--- config.mk ---
export PLATFORM = sky130hd
export DESIGN_NAME = agc_stream_ctrl
export DESIGN_NICKNAME = d
export VERILOG_FILES = /design/src/rtl/agc_pkg.sv /design/src/rtl/agc_divider.sv /design/src/rtl/agc_stream_ctrl.sv
export SDC_FILE = /design/constraint.sdc
export NUM_CORES = 1
export LEC_CHECK = 0
export ABC_AREA = 1
export BUFFER_PORTS_ARGS = -buffer_cell sky130_fd_sc_hd__buf_2
export CAP_MARGIN = 20
export CORE_ASPECT_RATIO = 1.25
export CORE_MARGIN = 1
export CORE_UTILIZATION = 55
export DETAILED_ROUTE_END_ITERATION = 10
export PLACE_DENSITY = 0.77
export SYNTH_ARGS = -nofsm -noshare
export SYNTH_HDL_FRONTEND = slang
export SYNTH_HIERARCHICAL = 1
export SYNTH_SLANG_ARGS = --single-unit
--- constraint.sdc ---
create_clock -name clkin -period 6.1 [get_ports clkin]
set_clock_uncertainty 0.15 [all_clocks]
set_input_delay 0.915 -clock clkin [delete_from_list [all_inputs] [get_ports clkin]]
set_output_delay 0.915 -clock clkin [all_outputs]
set_load 0.1 [all_outputs]
--- src/rtl/agc_pkg.sv ---
// Shared FSM state type, derived widths and code helpers for the AGC stream controller.
package agc_pkg;

  typedef enum logic [1:0] {
    IDLE   = 2'd0,
    DIVIDE = 2'd1,
    UPDATE = 2'd2
  } agc_state_t;

  function automatic int cnt_w(input int win_len);
    return (win_len > 1) ? $clog2(win_len) : 1;
  endfunction

  function automatic int num_w(input int data_w, input int frac_w);
    return data_w + frac_w;
  endfunction

  function automatic int prod_w(input int data_w, input int gain_w);
    return data_w + gain_w + 1;
  endfunction

  function automatic int mid_code(input int data_w);
    return 1 << (data_w - 1);
  endfunction

  // Clamp a signed value into the unsigned code range [0, 2^data_w-1].
  function automatic int sat_code(input longint value, input int data_w);
    longint top;
    top = (longint'(1) << data_w) - 1;
    if (value < 0) return 0;
    if (value > top) return int'(top);
    return int'(value);
  endfunction

endpackage

--- src/rtl/agc_divider.sv ---
// Unsigned restoring divider, one quotient bit per cycle; the first bit is resolved
// in the start cycle so the quotient is final exactly NUM_W cycles after start.
module agc_divider #(
  parameter int NUM_W = 16,
  parameter int DEN_W = 8
) (
  input  logic             clkin,
  input  logic             rst,
  input  logic             start,
  input  logic [NUM_W-1:0] num,
  input  logic [DEN_W-1:0] den,
  output logic [NUM_W-1:0] quot,
  output logic             done
);

  localparam int CNT_W = $clog2(NUM_W + 1);

  logic [DEN_W-1:0] rem_reg, rem_next, rem_in;
  logic [NUM_W-1:0] quo_reg, quo_next, quo_in;
  logic [DEN_W-1:0] den_reg, den_in;
  logic [CNT_W-1:0] cnt_reg;
  logic             done_reg;
  logic [DEN_W:0]   trial, diff;
  logic             fits;

  // The borrow bit of trial-den tells whether the divisor fits.
  always_comb begin
    rem_in   = start ? '0  : rem_reg;
    quo_in   = start ? num : quo_reg;
    den_in   = start ? den : den_reg;
    trial    = {rem_in, quo_in[NUM_W-1]};
    diff     = trial - {1'b0, den_in};
    fits     = ~diff[DEN_W];
    rem_next = fits ? diff[DEN_W-1:0] : trial[DEN_W-1:0];
    quo_next = {quo_in[NUM_W-2:0], fits};
  end

  always_ff @(posedge clkin or posedge rst) begin
    if (rst) begin
      rem_reg  <= '0;
      quo_reg  <= '0;
      den_reg  <= '0;
      cnt_reg  <= '0;
      done_reg <= 1'b0;
    end else begin
      done_reg <= 1'b0;
      if (start) begin
        rem_reg <= rem_next;
        quo_reg <= quo_next;
        den_reg <= den;
        cnt_reg <= CNT_W'(NUM_W - 1);
      end else if (cnt_reg != '0) begin
        rem_reg  <= rem_next;
        quo_reg  <= quo_next;
        cnt_reg  <= cnt_reg - CNT_W'(1);
        done_reg <= (cnt_reg == CNT_W'(1));
      end
    end
  end

  assign quot = quo_reg;
  assign done = done_reg;

endmodule

--- src/rtl/agc_stream_ctrl.sv ---
// Automatic gain control between ADC capture and DAC drive: windowed peak tracking,
// divider-based target gain, step-limited gain updates and a saturating scale pipeline.
module agc_stream_ctrl
  import agc_pkg::*;
#(
  parameter int DATA_W    = 8,
  parameter int WIN_LEN   = 500,
  parameter int TARGET    = 36,
  parameter int FRAC_W    = 8,
  parameter int GAIN_W    = 12,
  parameter int GAIN_INIT = 256,
  parameter int MAX_STEP  = 16
) (
  input  logic              clkin,
  input  logic              rst,
  input  logic              sample_en,
  input  logic [DATA_W-1:0] adc_in,
  input  logic              hold,
  output logic [DATA_W-1:0] dac_out,
  output logic              dac_valid,
  output logic [GAIN_W-1:0] gain_out,
  output logic [DATA_W-1:0] peak_out,
  output logic              gain_upd,
  output logic              busy
);

  localparam int MID      = mid_code(DATA_W);
  localparam int CNT_W    = cnt_w(WIN_LEN);
  localparam int NUM_W    = num_w(DATA_W, FRAC_W);
  localparam int PROD_W   = prod_w(DATA_W, GAIN_W);
  localparam int GAIN_MAX = (1 << GAIN_W) - 1;
  localparam int TGT_W    = (NUM_W > GAIN_W) ? NUM_W : GAIN_W;
  localparam int STEP_W   = $clog2(MAX_STEP + 1);
  localparam int CMP_W    = ((TGT_W > STEP_W) ? TGT_W : STEP_W) + 2;

  localparam logic signed [DATA_W:0]   MID_S   = (DATA_W + 1)'(MID);
  localparam logic signed [PROD_W-1:0] MID_P   = PROD_W'(MID);
  localparam logic [NUM_W-1:0]         DIV_NUM = NUM_W'(TARGET) << FRAC_W;
  localparam logic [CMP_W-1:0]         STEP_C  = CMP_W'(MAX_STEP);
  localparam logic [CMP_W-1:0]         GMAX_C  = CMP_W'(GAIN_MAX);

  logic signed [DATA_W:0]   s_val;
  logic [DATA_W:0]          s_abs;
  logic [DATA_W-1:0]        mag, pk;
  logic signed [PROD_W-1:0] prod_next, prod_reg, y_val;
  logic [DATA_W-1:0]        dac_next, dac_reg;
  logic                     v1_reg, dac_valid_reg;
  logic [DATA_W-1:0]        acc_reg, peak_reg;
  logic [CNT_W-1:0]         win_cnt_reg;
  logic                     win_close;

  agc_state_t               state_reg, state_next;
  logic [TGT_W-1:0]         tgt_reg, tgt_next;
  logic [GAIN_W-1:0]        gain_reg, gain_next, step_gain;
  logic                     gain_upd_reg, gain_upd_next;
  logic [CMP_W-1:0]         tgt_cmp, g_cmp;
  logic                     div_start, div_done;
  logic [NUM_W-1:0]         div_quot;

  // A full-scale negative sample has magnitude MID, one above what DATA_W-1 bits hold.
  always_comb begin
    s_val     = $signed({1'b0, adc_in}) - MID_S;
    s_abs     = s_val[DATA_W] ? unsigned'(-s_val) : unsigned'(s_val);
    mag       = (s_abs >= (DATA_W + 1)'(MID)) ? DATA_W'(MID - 1) : s_abs[DATA_W-1:0];
    pk        = (mag > acc_reg) ? mag : acc_reg;
    win_close = sample_en && (win_cnt_reg == CNT_W'(WIN_LEN - 1));
    prod_next = PROD_W'(s_val) * PROD_W'($signed({1'b0, gain_reg}));
    y_val     = (prod_reg >>> FRAC_W) + MID_P;
    dac_next  = DATA_W'(sat_code(longint'(y_val), DATA_W));
  end

  always_ff @(posedge clkin or posedge rst) begin
    if (rst) begin
      prod_reg      <= '0;
      v1_reg        <= 1'b0;
      dac_reg       <= DATA_W'(MID);
      dac_valid_reg <= 1'b0;
      acc_reg       <= '0;
      peak_reg      <= '0;
      win_cnt_reg   <= '0;
    end else begin
      v1_reg        <= sample_en;
      dac_valid_reg <= v1_reg;
      if (sample_en) prod_reg <= prod_next;
      if (v1_reg) dac_reg <= dac_next;
      if (sample_en) begin
        if (win_close) begin
          peak_reg    <= pk;
          acc_reg     <= '0;
          win_cnt_reg <= '0;
        end else begin
          acc_reg     <= pk;
          win_cnt_reg <= win_cnt_reg + CNT_W'(1);
        end
      end
    end
  end

  agc_divider #(
    .NUM_W (NUM_W),
    .DEN_W (DATA_W)
  ) u_divider (
    .clkin (clkin),
    .rst   (rst),
    .start (div_start),
    .num   (DIV_NUM),
    .den   (pk),
    .quot  (div_quot),
    .done  (div_done)
  );

  // Move toward the clamped target by at most MAX_STEP.
  always_comb begin
    tgt_cmp = (CMP_W'(tgt_reg) > GMAX_C) ? GMAX_C : CMP_W'(tgt_reg);
    g_cmp   = CMP_W'(gain_reg);
    if (tgt_cmp > g_cmp + STEP_C)
      step_gain = GAIN_W'(g_cmp + STEP_C);
    else if (tgt_cmp + STEP_C < g_cmp)
      step_gain = GAIN_W'(g_cmp - STEP_C);
    else
      step_gain = GAIN_W'(tgt_cmp);
  end

  always_comb begin
    state_next    = state_reg;
    tgt_next      = tgt_reg;
    gain_next     = gain_reg;
    gain_upd_next = 1'b0;
    div_start     = 1'b0;
    case (state_reg)
      IDLE: begin
        if (win_close) begin
          if (pk == '0) begin
            tgt_next   = TGT_W'(GAIN_MAX);
            state_next = UPDATE;
          end else begin
            div_start  = 1'b1;
            state_next = DIVIDE;
          end
        end
      end
      DIVIDE: begin
        if (div_done) begin
          tgt_next   = TGT_W'(div_quot);
          state_next = UPDATE;
        end
      end
      UPDATE: begin
        state_next = IDLE;
        if (!hold) begin
          gain_next     = step_gain;
          gain_upd_next = 1'b1;
        end
      end
      default: state_next = IDLE;
    endcase
  end

  always_ff @(posedge clkin or posedge rst) begin
    if (rst) begin
      state_reg    <= IDLE;
      tgt_reg      <= '0;
      gain_reg     <= GAIN_W'(GAIN_INIT);
      gain_upd_reg <= 1'b0;
    end else begin
      state_reg    <= state_next;
      tgt_reg      <= tgt_next;
      gain_reg     <= gain_next;
      gain_upd_reg <= gain_upd_next;
    end
  end

  assign dac_out   = dac_reg;
  assign dac_valid = dac_valid_reg;
  assign gain_out  = gain_reg;
  assign peak_out  = peak_reg;
  assign gain_upd  = gain_upd_reg;
  assign busy      = (state_reg != IDLE);

endmodule

# Yosys cells after proc, flatten, opt, wreduce, memory -nomap -nowiden
# Index checks and enable logic that the tools add are counted.
[word_totals] register_bits=125
[op_classes] bitwise_logic=2 add_sub_neg=9 multipliers=1 order_cmp=7 muxes=39 n_reduce_logical=11 n_eq_ne=7
[op_table] cell="2-to-1 mux 16 bit" count=7
[op_table] cell="2-to-1 mux 8 bit" count=11
[op_table] cell="one-hot mux 16 bit (2 select lines)" count=1
[op_table] cell="2-to-1 mux 12 bit" count=2
[op_table] cell="multiplier 9 x 13 -> 21 bit" count=1
[op_table] cell="greater-than comparator 16 x 18 -> 1 bit" count=1
[op_table] cell="2-to-1 mux 9 bit" count=2
[op_table] cell="adder 16 x 5 -> 17 bit (second input constant)" count=1
[op_table] cell="less-than comparator 17 x 12 -> 1 bit" count=1
[op_table] cell="greater-than comparator 16 x 12 -> 1 bit (second input constant)" count=1
[op_table] cell="adder 13 x 9 -> 14 bit (second input constant)" count=1
[op_table] cell="greater-than comparator 14 x 9 -> 1 bit (second input constant)" count=1
[op_table] cell="less-than comparator 14 x 1 -> 1 bit (second input constant)" count=1
[op_table] cell="adder 12 x 5 -> 13 bit (second input constant)" count=1
[op_table] cell="subtractor 12 x 5 -> 12 bit (second input constant)" count=1
[op_table] cell="2-to-1 mux 1 bit" count=10
[op_table] cell="2-to-1 mux 5 bit" count=2
[op_table] cell="adder 9 x 1 -> 9 bit (second input constant)" count=1
[op_table] cell="equality test 9 bit (second input constant)" count=1
[op_table] cell="greater-or-equal comparator 9 x 8 -> 1 bit (second input constant)" count=1
[op_table] cell="negation 9 bit" count=1
[op_table] cell="subtractor 8 x 8 -> 9 bit (second input constant)" count=1
[op_table] cell="subtractor 9 x 8 -> 9 bit" count=1
[op_table] cell="greater-than comparator 8 bit" count=1
[op_table] cell="16 further kinds" count=24

# Depth between registers and ports, before layout
# Gate-level depths: netlist of run 1.
[depth] word_depth=16 depth_mapped=39

# Cells and area by module
# Netlist of run 1, hierarchy kept.
[modules_own_cells] mod="agc_stream_ctrl" seq_area_each_um2=1979.4 n_inst=1 area_per_inst_um2=8680.8 cells_each=1169
[modules_own_cells] mod="agc_divider" seq_area_each_um2=950.9 n_inst=1 area_per_inst_um2=2289.7 cells_each=279

# Worst setup path before layout of run 1
# No wires, ideal clock.
[synth_path] path_kind="input to register" startpoint="input adc_in[7]" endpoint="register prod_reg[15]" cell_stages=20 required_ps=5816 path_slack_ps=469 setup_time_ps=134 arrival_ps=5347 n_path_buf=2 path_cell_list="buf_4 clkbuf_1 nor2_1 fa_1 inv_1 fa_1 inv_1 fa_1 fa_1 inv_1 fa_1 inv_1 ha_1 a21oi_1 nor2_1 a211oi_1 nand2_1 a21oi_1 xor2_1 o21ai_0"
[synth_via] elab_chain_cells=2
[synth_rtl] item="start: declaration" line="agc_stream_ctrl.sv:17" rtl="input logic [DATA_W-1:0] adc_in,"
[synth_rtl] item="subtractor 8 x 8 -> 9 bit" line="agc_stream_ctrl.sv:62" rtl="s_val = $signed({1'b0, adc_in}) - MID_S;"
[synth_rtl] item="multiplier 9 x 13 -> 21 bit" line="agc_stream_ctrl.sv:67" rtl="prod_next = PROD_W'(s_val) * PROD_W'($signed({1'b0, gain_reg}));"
[synth_rtl] item="end signal: assignment" line="agc_stream_ctrl.sv:84" rtl="if (sample_en) prod_reg <= prod_next;"
[synth_rtl] item="end: declaration" line="agc_stream_ctrl.sv:45" rtl="logic signed [PROD_W-1:0] prod_next, prod_reg, y_val;"
# No other way between the ends.
# A chain may end at the register's enable or synchronous reset.

# Final worst setup path of run 1
[layout_path] startpoint="input adc_in[7]" endpoint="register prod_reg[18]"
# Same word-level chain as after synthesis.

==> flow_results.xml, run 1 <==
<?xml version="1.0" encoding="UTF-8"?>
<metrics>
  <group name="worst_setup_path">
    <metric name="reg2regPathDepth" unit="">23</metric>
    <metric name="slowest_stage" unit="">sky130_fd_sc_hd__fa_1</metric>
    <metric name="crit-reg2reg-launch" unit="">gain_out[1]</metric>
    <metric name="sort_of_element_at_the_start_of_the_critical_path" unit="">input port</metric>
    <metric name="worstSetupEndpointType" unit="">flop</metric>
    <metric name="worstPathCellList" unit="">buf_2, inv_2, nand2_1, fa_1, inv_1, fa_1, inv_1, fa_1, inv_1, fa_1, ha_1, ha_1, a21oi_1, o21ai_0, a21oi_1, nand2_1, nand2_1, nand3_1, nand3_1, o21ai_0</metric>
    <metric name="crit_fanout" unit="">19</metric>
    <metric name="r2r_slack" unit="ns">0.83</metric>
    <metric name="worstSetupPathType" unit="">input port to flop</metric>
    <metric name="cp_common_cell" unit="">sky130_fd_sc_hd__fa_1</metric>
    <metric name="cpPeakStageDelay" unit="ns">0.55</metric>
    <metric name="worst_r2r_endpoint" unit="">prod_reg[17]</metric>
    <metric name="cp_data_required_time" unit="ns">6.24</metric>
    <metric name="timing.critical_path.arrival" unit="ns">5.43</metric>
  </group>
  <group name="placement">
    <metric name="place_congestion" unit="">0.890</metric>
    <metric name="buffer_ports.inserted" unit="">42</metric>
    <metric name="dp.final_hpwl" unit="um">19000</metric>
    <metric name="placed_cells_incl_taps" unit="">1741</metric>
  </group>
  <group name="min_path">
    <metric name="hold-path-cell-count" unit="">0</metric>
    <metric name="min_from" unit="">v1_reg</metric>
    <metric name="hold-path-endpoint" unit="">dac_valid</metric>
    <metric name="hold_path.class" unit="">flop to flop</metric>
  </group>
  <group name="clocking">
    <metric name="clock-root-buffer" unit="">sky130_fd_sc_hd__clkbuf_16</metric>
    <metric name="clk_pin_slew" unit="ns">0.06</metric>
    <metric name="ctsHoldBuffers" unit="">0</metric>
    <metric name="htree_num_levels" unit="">4</metric>
    <metric name="cts_made_buffers" unit="">17</metric>
    <metric name="clock_sinks" unit="">117</metric>
    <metric name="worstSkewPairLatency" unit="ns">0.43</metric>
    <metric name="post_cts_setup_inserts" unit="">0</metric>
    <metric name="cts_tree" unit="">built</metric>
    <metric name="cts.repair.resized" unit="">0</metric>
    <metric name="max-clock-path-buffers" unit="">2</metric>
  </group>
  <group name="run_status">
    <metric name="run_status" unit="">finished, final reports clean</metric>
  </group>
  <group name="synthesis">
    <metric name="synth-seq-area-share" unit="%">26.7</metric>
    <metric name="synth_seq_cells" unit="">117</metric>
    <metric name="synth.lib_cells_used.distinct" unit="">51</metric>
    <metric name="synthTopCellsByArea" unit="">sky130_fd_sc_hd__dfrtp_1, sky130_fd_sc_hd__nand2_1, sky130_fd_sc_hd__fa_1</metric>
    <metric name="post-synth-top-area-fraction" unit="%">26.2</metric>
    <metric name="dominantRegCellSynth" unit="">sky130_fd_sc_hd__dfrtp_1</metric>
    <metric name="syn_area" unit="sq um">11000</metric>
    <metric name="synthCells" unit="">1448</metric>
    <metric name="synth_top_cell_by_area" unit="">sky130_fd_sc_hd__dfrtp_1</metric>
    <metric name="synth_area_per_inst" unit="sq um">7.58</metric>
    <metric name="yosysWarningCount" unit="">6</metric>
    <metric name="async_flop_share" unit="%">100</metric>
    <metric name="synth-edff-count" unit="">0</metric>
  </group>
  <group name="floorplanning">
    <metric name="fp-row-count" unit="">57</metric>
    <metric name="die-width" unit="um">128</metric>
    <metric name="die-area" unit="sq um">20500</metric>
    <metric name="initial_cell_density_of_the_core" unit="%">56.3</metric>
    <metric name="coreArea" unit="sq um">19500</metric>
    <metric name="dieHeight" unit="um">160</metric>
    <metric name="pin_count" unit="">43</metric>
  </group>
  <group name="detailed_routing">
    <metric name="avgRoutedWirePerCell" unit="um">14.3</metric>
    <metric name="avgViaCountPerCell" unit="">5.27</metric>
    <metric name="drt_first_iter_violations" unit="">590</metric>
    <metric name="drt.antenna.violating_nets" unit="">0</metric>
    <metric name="remaining_drc_errors" unit="">0</metric>
    <metric name="totalWireLength" unit="um">25300</metric>
    <metric name="firstDrtPassIters" unit="">8</metric>
    <metric name="num_vias" unit="">9336</metric>
  </group>
  <group name="sta">
    <metric name="setup-tns-final" unit="ns">0</metric>
    <metric name="grt_setup_unrepaired" unit="">false</metric>
    <metric name="final_max_slew_viol_count" unit="">0</metric>
    <metric name="timing.final.crit_period" unit="ns">5.29</metric>
    <metric name="setup_viol" unit="">0</metric>
    <metric name="peak_clock_frequency_supported_by_timing" unit="MHz">189</metric>
    <metric name="timing_hold_violations_final" unit="">0</metric>
    <metric name="worst_slew_pin_slew" unit="ns">0.986</metric>
    <metric name="layout_worst_path_cycle_share" unit="%">86.8</metric>
    <metric name="max_slew_margin" unit="%">34.2</metric>
  </group>
  <group name="global_routing">
    <metric name="grt_max_degree" unit="">80</metric>
    <metric name="grt_overflow" unit="">0</metric>
    <metric name="grt_pass1_vias" unit="">9118</metric>
    <metric name="grt_antenna_before_repair" unit="">0</metric>
    <metric name="grt_util_all_layers" unit="%">26.2</metric>
    <metric name="grt_first_pass_wirelength" unit="um">42600</metric>
  </group>
  <group name="final_layout">
    <metric name="stdcell_count" unit="">1773</metric>
    <metric name="synthToLayoutAreaGrowth" unit="%">10.7</metric>
    <metric name="layout-drive-gt1-share" unit="%">10.7</metric>
    <metric name="nNetsFinal" unit="">1677</metric>
    <metric name="num-fill-cells" unit="">1684</metric>
    <metric name="insertedDiodeCount" unit="">0</metric>
  </group>
  <group name="pwr">
    <metric name="total_leakage_power" unit="uW">0.00697</metric>
    <metric name="powerDensity" unit="nW/um^2">388</metric>
    <metric name="ir_drop" unit="uV">261</metric>
  </group>
  <group name="flow_run">
    <metric name="drv_cap" unit="">0</metric>
  </group>
</metrics>
## per-stage QoR
step                      instance area [sq um]  utilization, %  total power [uW]  hold WS, ns  setup slack (ns)
after floorplan                           11000               -              3050        0.211             0.469
after global placement                    11500            58.9              3490        0.213             0.462
after detailed placement                  11500            58.9              3550        0.227             0.432
after CTS                                 12100            62.4              4730        0.240             0.841
after global routing                      12100            62.4              5130        0.243             0.478
final                                     12100            62.4              4720        0.236             0.805
## synth_stat cells (all sizes together) (9+ instances only)
cell type  number
fa             71
a21oi          39
nand2         421
xnor2          14
buf            15
o221ai         14
nand4          16
clkbuf         28
nor2           80
dfrtp         115
or2            25
inv           274
nor3           14
o22ai           9
nand3         103
o21ai          49
ha             99
xor2           25
## power by group
part	internal, uW	leakage, uW	switching (uW)
registers	989	0.00146	134
clock network	769	0.000325	382
logic	897	0.00519	1550
## layer usage
metal | vias to the layer above | track usage (%) | share of wire (%)
met5 | - | 0 | 0
met4 | 0 | 10.9 | 3.3
met3 | 65 | 4.36 | 5.5
met2 | 265 | 46.1 | 52
met1 | 4427 | 31.6 | 40
li1 | 4579 | - | -
## layout by cell type (no fill, tap or decap), types with 15 or more instances in the layout
| cell type | instances |
|---|---|
| sky130_fd_sc_hd__nand2_1 | 402 |
| sky130_fd_sc_hd__inv_1 | 267 |
| sky130_fd_sc_hd__dfrtp_1 | 115 |
| sky130_fd_sc_hd__ha_1 | 99 |
| sky130_fd_sc_hd__nand3_1 | 98 |
| sky130_fd_sc_hd__fa_1 | 71 |
| sky130_fd_sc_hd__nor2_1 | 67 |
| sky130_fd_sc_hd__buf_2 | 42 |
| sky130_fd_sc_hd__o21ai_0 | 41 |
| sky130_fd_sc_hd__a21oi_1 | 37 |
| sky130_fd_sc_hd__xor2_1 | 25 |
| sky130_fd_sc_hd__or2_2 | 24 |
| sky130_fd_sc_hd__conb_1 | 18 |
| sky130_fd_sc_hd__clkbuf_16 | 17 |
| sky130_fd_sc_hd__nand4_1 | 15 |
## how the worst max path moves through the flow
| stage | from | to | slack [ns] | depth (start not counted) |
|---|---|---|---|---|
| 4_1_cts | adc_in[7] | prod_reg[18] | 0.84 | 20 |
| 6_report | adc_in[7] | prod_reg[18] | 0.81 | 20 |
| 3_3_place_gp | adc_in[5] | prod_reg[15] | 0.46 | 20 |
| 2_1_floorplan | adc_in[7] | prod_reg[15] | 0.47 | 20 |
| 3_5_place_dp | adc_in[5] | prod_reg[17] | 0.43 | 23 |
| 5_1_grt | adc_in[0] | u_divider/rem_reg[3] | 0.48 | 33 |
## worst max-delay path, delay by kind of cell
kind | cells | cell delay (ns)
fa+ha+maj | 6 | 2.75
buf+inv | 5 | 0.63
compound gates | 4 | 0.63
simple gates | 5 | 0.50
## layout make-up
class	instances	area [sq um]	area share (%)
Clock inverter	11	196	1.62
Sequential cell	117	2930	24.1
Multi-Input combinational cell	1028	6860	56.5
Clock buffer	21	480	3.96
Inverter	276	1040	8.56
Tap cell	265	332	2.73
Timing Repair Buffer	55	308	2.53
## cells by family after synthesis
group / after synthesis / synth area share (%)
flip-flops: 117 / 26.7
adder cells (fa/ha/maj): 170 / 24.2
buffers and inverters: 319 / 11.3
multiplexers: 1 / 0.0912
other: 2 / 0.0685
AND/OR/NAND/NOR: 668 / 27.3
AO/OA/AOI/OAI: 132 / 7.17
XOR/XNOR: 39 / 3.11
Note: power is estimated with default switching activity, not from simulation.
==> run 2, diff against run 1 <==
--- a/config.mk
+++ b/config.mk
@@ -12,6 +12,7 @@
 export CORE_MARGIN = 1
 export CORE_UTILIZATION = 55
 export DETAILED_ROUTE_END_ITERATION = 10
+export GPL_TIMING_DRIVEN = 0
 export PLACE_DENSITY = 0.77
 export SYNTH_ARGS = -nofsm -noshare
 export SYNTH_HDL_FRONTEND = slang
==> run 2 against run 1 <==
Compared with the run above: design area is 0.60% higher; via count increased by 1.4%; worst setup slack lost 0.51 ns; hold slack better by 0.020 ns; sequential power about the same; first-iteration DRC count down 5.4%; global-route usage is 0.56 points higher; final cell count grew 1.7%; die area unchanged; fmax down 8.8%; largest cell class unchanged; largest power group unchanged; highest routed layer unchanged.
==> flow_results.xml, run 2 (synthesis results as in run 1) <==
<?xml version="1.0" encoding="UTF-8"?>
<metrics>
  <group name="final_layout">
    <metric name="most-common-layout-cells" unit="">sky130_fd_sc_hd__nand2_1, sky130_fd_sc_hd__inv_1, sky130_fd_sc_hd__dfrtp_1, sky130_fd_sc_hd__ha_1, sky130_fd_sc_hd__nand3_1</metric>
    <metric name="num-fill-cells" unit="">1687</metric>
    <metric name="nNetsFinal" unit="">1708</metric>
    <metric name="insertedDiodeCount" unit="">0</metric>
    <metric name="finish.utilization" unit="%">62.7</metric>
    <metric name="layout-drive-gt1-share" unit="%">10.4</metric>
    <metric name="synthToLayoutAreaGrowth" unit="%">11.3</metric>
    <metric name="final_common_cell" unit="">sky130_fd_sc_hd__nand2_1</metric>
  </group>
  <group name="min_path">
    <metric name="hold_path.class" unit="">flop to flop</metric>
  </group>
  <group name="pwr">
    <metric name="powerDensity" unit="nW/um^2">380</metric>
    <metric name="ir_drop" unit="uV">224</metric>
    <metric name="total_leakage_power" unit="uW">0.00699</metric>
  </group>
  <group name="global_routing">
    <metric name="grt_pass1_vias" unit="">9431</metric>
    <metric name="grt_first_pass_wirelength" unit="um">43600</metric>
    <metric name="grt_max_degree" unit="">49</metric>
    <metric name="grt_antenna_before_repair" unit="">0</metric>
    <metric name="grt_overflow" unit="">0</metric>
    <metric name="grt_util_all_layers" unit="%">26.8</metric>
  </group>
  <group name="worst_setup_path">
    <metric name="worstSetupPathType" unit="">input port to flop</metric>
    <metric name="slowest_stage" unit="">sky130_fd_sc_hd__fa_1</metric>
    <metric name="cpPeakStageDelay" unit="ns">0.57</metric>
    <metric name="crit_fanout" unit="">10</metric>
    <metric name="worstPathCellList" unit="">buf_2, buf_4, clkbuf_2, nor2_1, fa_1, inv_1, fa_1, inv_1, fa_1, fa_1, inv_1, fa_1, inv_1, ha_1, a21oi_1, nor2_1, a211oi_1, nand2_1, a21oi_1, xor2_1, o21ai_0</metric>
    <metric name="sort_of_element_at_the_start_of_the_critical_path" unit="">input port</metric>
    <metric name="cp_common_cell" unit="">sky130_fd_sc_hd__fa_1</metric>
    <metric name="cp_data_required_time" unit="ns">6.23</metric>
    <metric name="worstSetupEndpointType" unit="">flop</metric>
    <metric name="timing.critical_path.arrival" unit="ns">5.94</metric>
  </group>
  <group name="clocking">
    <metric name="clk_pin_slew" unit="ns">0.06</metric>
    <metric name="ctsHoldBuffers" unit="">0</metric>
    <metric name="max-clock-path-buffers" unit="">2</metric>
    <metric name="clock_sinks" unit="">117</metric>
    <metric name="clock-root-buffer" unit="">sky130_fd_sc_hd__clkbuf_16</metric>
    <metric name="cts_tree" unit="">built</metric>
    <metric name="htree_num_levels" unit="">4</metric>
    <metric name="worstSkewPairLatency" unit="ns">0.43</metric>
    <metric name="cts_made_buffers" unit="">17</metric>
  </group>
  <group name="sta">
    <metric name="setup-tns-final" unit="ns">0</metric>
    <metric name="final_max_slew_viol_count" unit="">0</metric>
    <metric name="grt_setup_unrepaired" unit="">false</metric>
    <metric name="max_slew_margin" unit="%">41.7</metric>
    <metric name="layout_worst_path_cycle_share" unit="%">95.2</metric>
    <metric name="worst_slew_pin_slew" unit="ns">0.869</metric>
    <metric name="timing_hold_violations_final" unit="">0</metric>
    <metric name="setup_viol" unit="">0</metric>
    <metric name="peak_clock_frequency_supported_by_timing" unit="MHz">172</metric>
    <metric name="timing.final.crit_period" unit="ns">5.81</metric>
  </group>
  <group name="floorplanning">
    <metric name="initial_cell_density_of_the_core" unit="%">56.3</metric>
    <metric name="die-area" unit="sq um">20500</metric>
    <metric name="coreArea" unit="sq um">19500</metric>
    <metric name="die-width" unit="um">128</metric>
    <metric name="fp-row-count" unit="">57</metric>
    <metric name="pin_count" unit="">43</metric>
    <metric name="dieHeight" unit="um">160</metric>
  </group>
  <group name="detailed_routing">
    <metric name="totalWireLength" unit="um">25500</metric>
    <metric name="avgRoutedWirePerCell" unit="um">14.2</metric>
    <metric name="avgViaCountPerCell" unit="">5.25</metric>
    <metric name="firstDrtPassIters" unit="">6</metric>
    <metric name="num_vias" unit="">9467</metric>
    <metric name="drt.antenna.violating_nets" unit="">0</metric>
    <metric name="remaining_drc_errors" unit="">0</metric>
    <metric name="drt_first_iter_violations" unit="">558</metric>
  </group>
  <group name="placement">
    <metric name="place_congestion" unit="">0.912</metric>
    <metric name="dp.final_hpwl" unit="um">19800</metric>
    <metric name="buffer_ports.inserted" unit="">42</metric>
  </group>
  <group name="flow_run">
    <metric name="drv_cap" unit="">0</metric>
  </group>
  <group name="run_status">
    <metric name="run_status" unit="">finished, final reports clean</metric>
  </group>
</metrics>
==> run 2: final timing paths <==
check / start / end / slack, ns / depth (start not counted)
setup / recovery: adc_in[7] / prod_reg[15] / 0.29 / 21
hold / removal: v1_reg / dac_valid / 0.26 / 0
setup reg to reg: gain_out[8] / prod_reg[15] / 0.50 / 18
hold reg to reg: v1_reg / dac_valid / 0.26 / 0
max in group asynchronous: rst / u_divider/quot[1] / 4.76 / 2
min in group asynchronous: rst / state_reg[0] / 0.38 / 2
==> run 2: final cells by class <==
type | instances | area [sq um] | share of cell area (%)
plain buffers | 43 | 206 | 1.69
clock buffers | 28 | 517 | 4.23
clock inverters | 4 | 95.1 | 0.778
inverters | 276 | 1040 | 8.52
multi-input cells | 1028 | 6860 | 56.1
flip-flops and latches | 117 | 2930 | 24.0
well taps | 265 | 332 | 2.71
repair buffers | 43 | 238 | 1.95
==> run 2: worst max-delay path, delay by kind of cell <==
| kind | cells | cell delay (ns) |
|---|---|---|
| fa+ha+maj | 6 | 3.05 |
| buf+inv | 7 | 0.79 |
| compound gates | 4 | 0.66 |
| simple gates | 3 | 0.31 |
| xor+xnor | 1 | 0.20 |
==> run 2: layer usage <==
| layer | global-route usage, % | part of all wire [%] | wire length, um |
|---|---|---|---|
| met2 | 47.2 | 51 | 13000 |
| met5 | 0 | 0 | 0 |
| met3 | 4.79 | 5.0 | 1270 |
| met1 | 31.8 | 41 | 10400 |
| met4 | 11.4 | 3.1 | 802 |
==> run 2: repair_timing <==
| action | in CTS | in global routing |
|---|---|---|
| gates resized for setup | 0 | 2 |
| setup endpoints to repair | 0 | 5 |
| setup buffers | 0 | 0 |
==> run 2: power by group <==
part	total, uW	switching (uW)	internal, uW
Clock	1040	348	696
Sequential	1110	122	989
Combinational	2480	1570	907
==> run 2: stage by stage <==
stage          hold slack [ns]  setup slack [ns]  area, sq um  power, uW  instances
2_1_floorplan            0.211             0.469        11000       3050       1464
3_3_place_gp             0.215            -0.136        11600       3500       1771
3_5_place_dp             0.242            -0.178        11600       3580       1772
4_1_cts                  0.253             0.172        12200       4660       1804
5_1_grt                  0.270            0.0402        12200       5060       1804
6_report                 0.256             0.291        12200       4640       1804
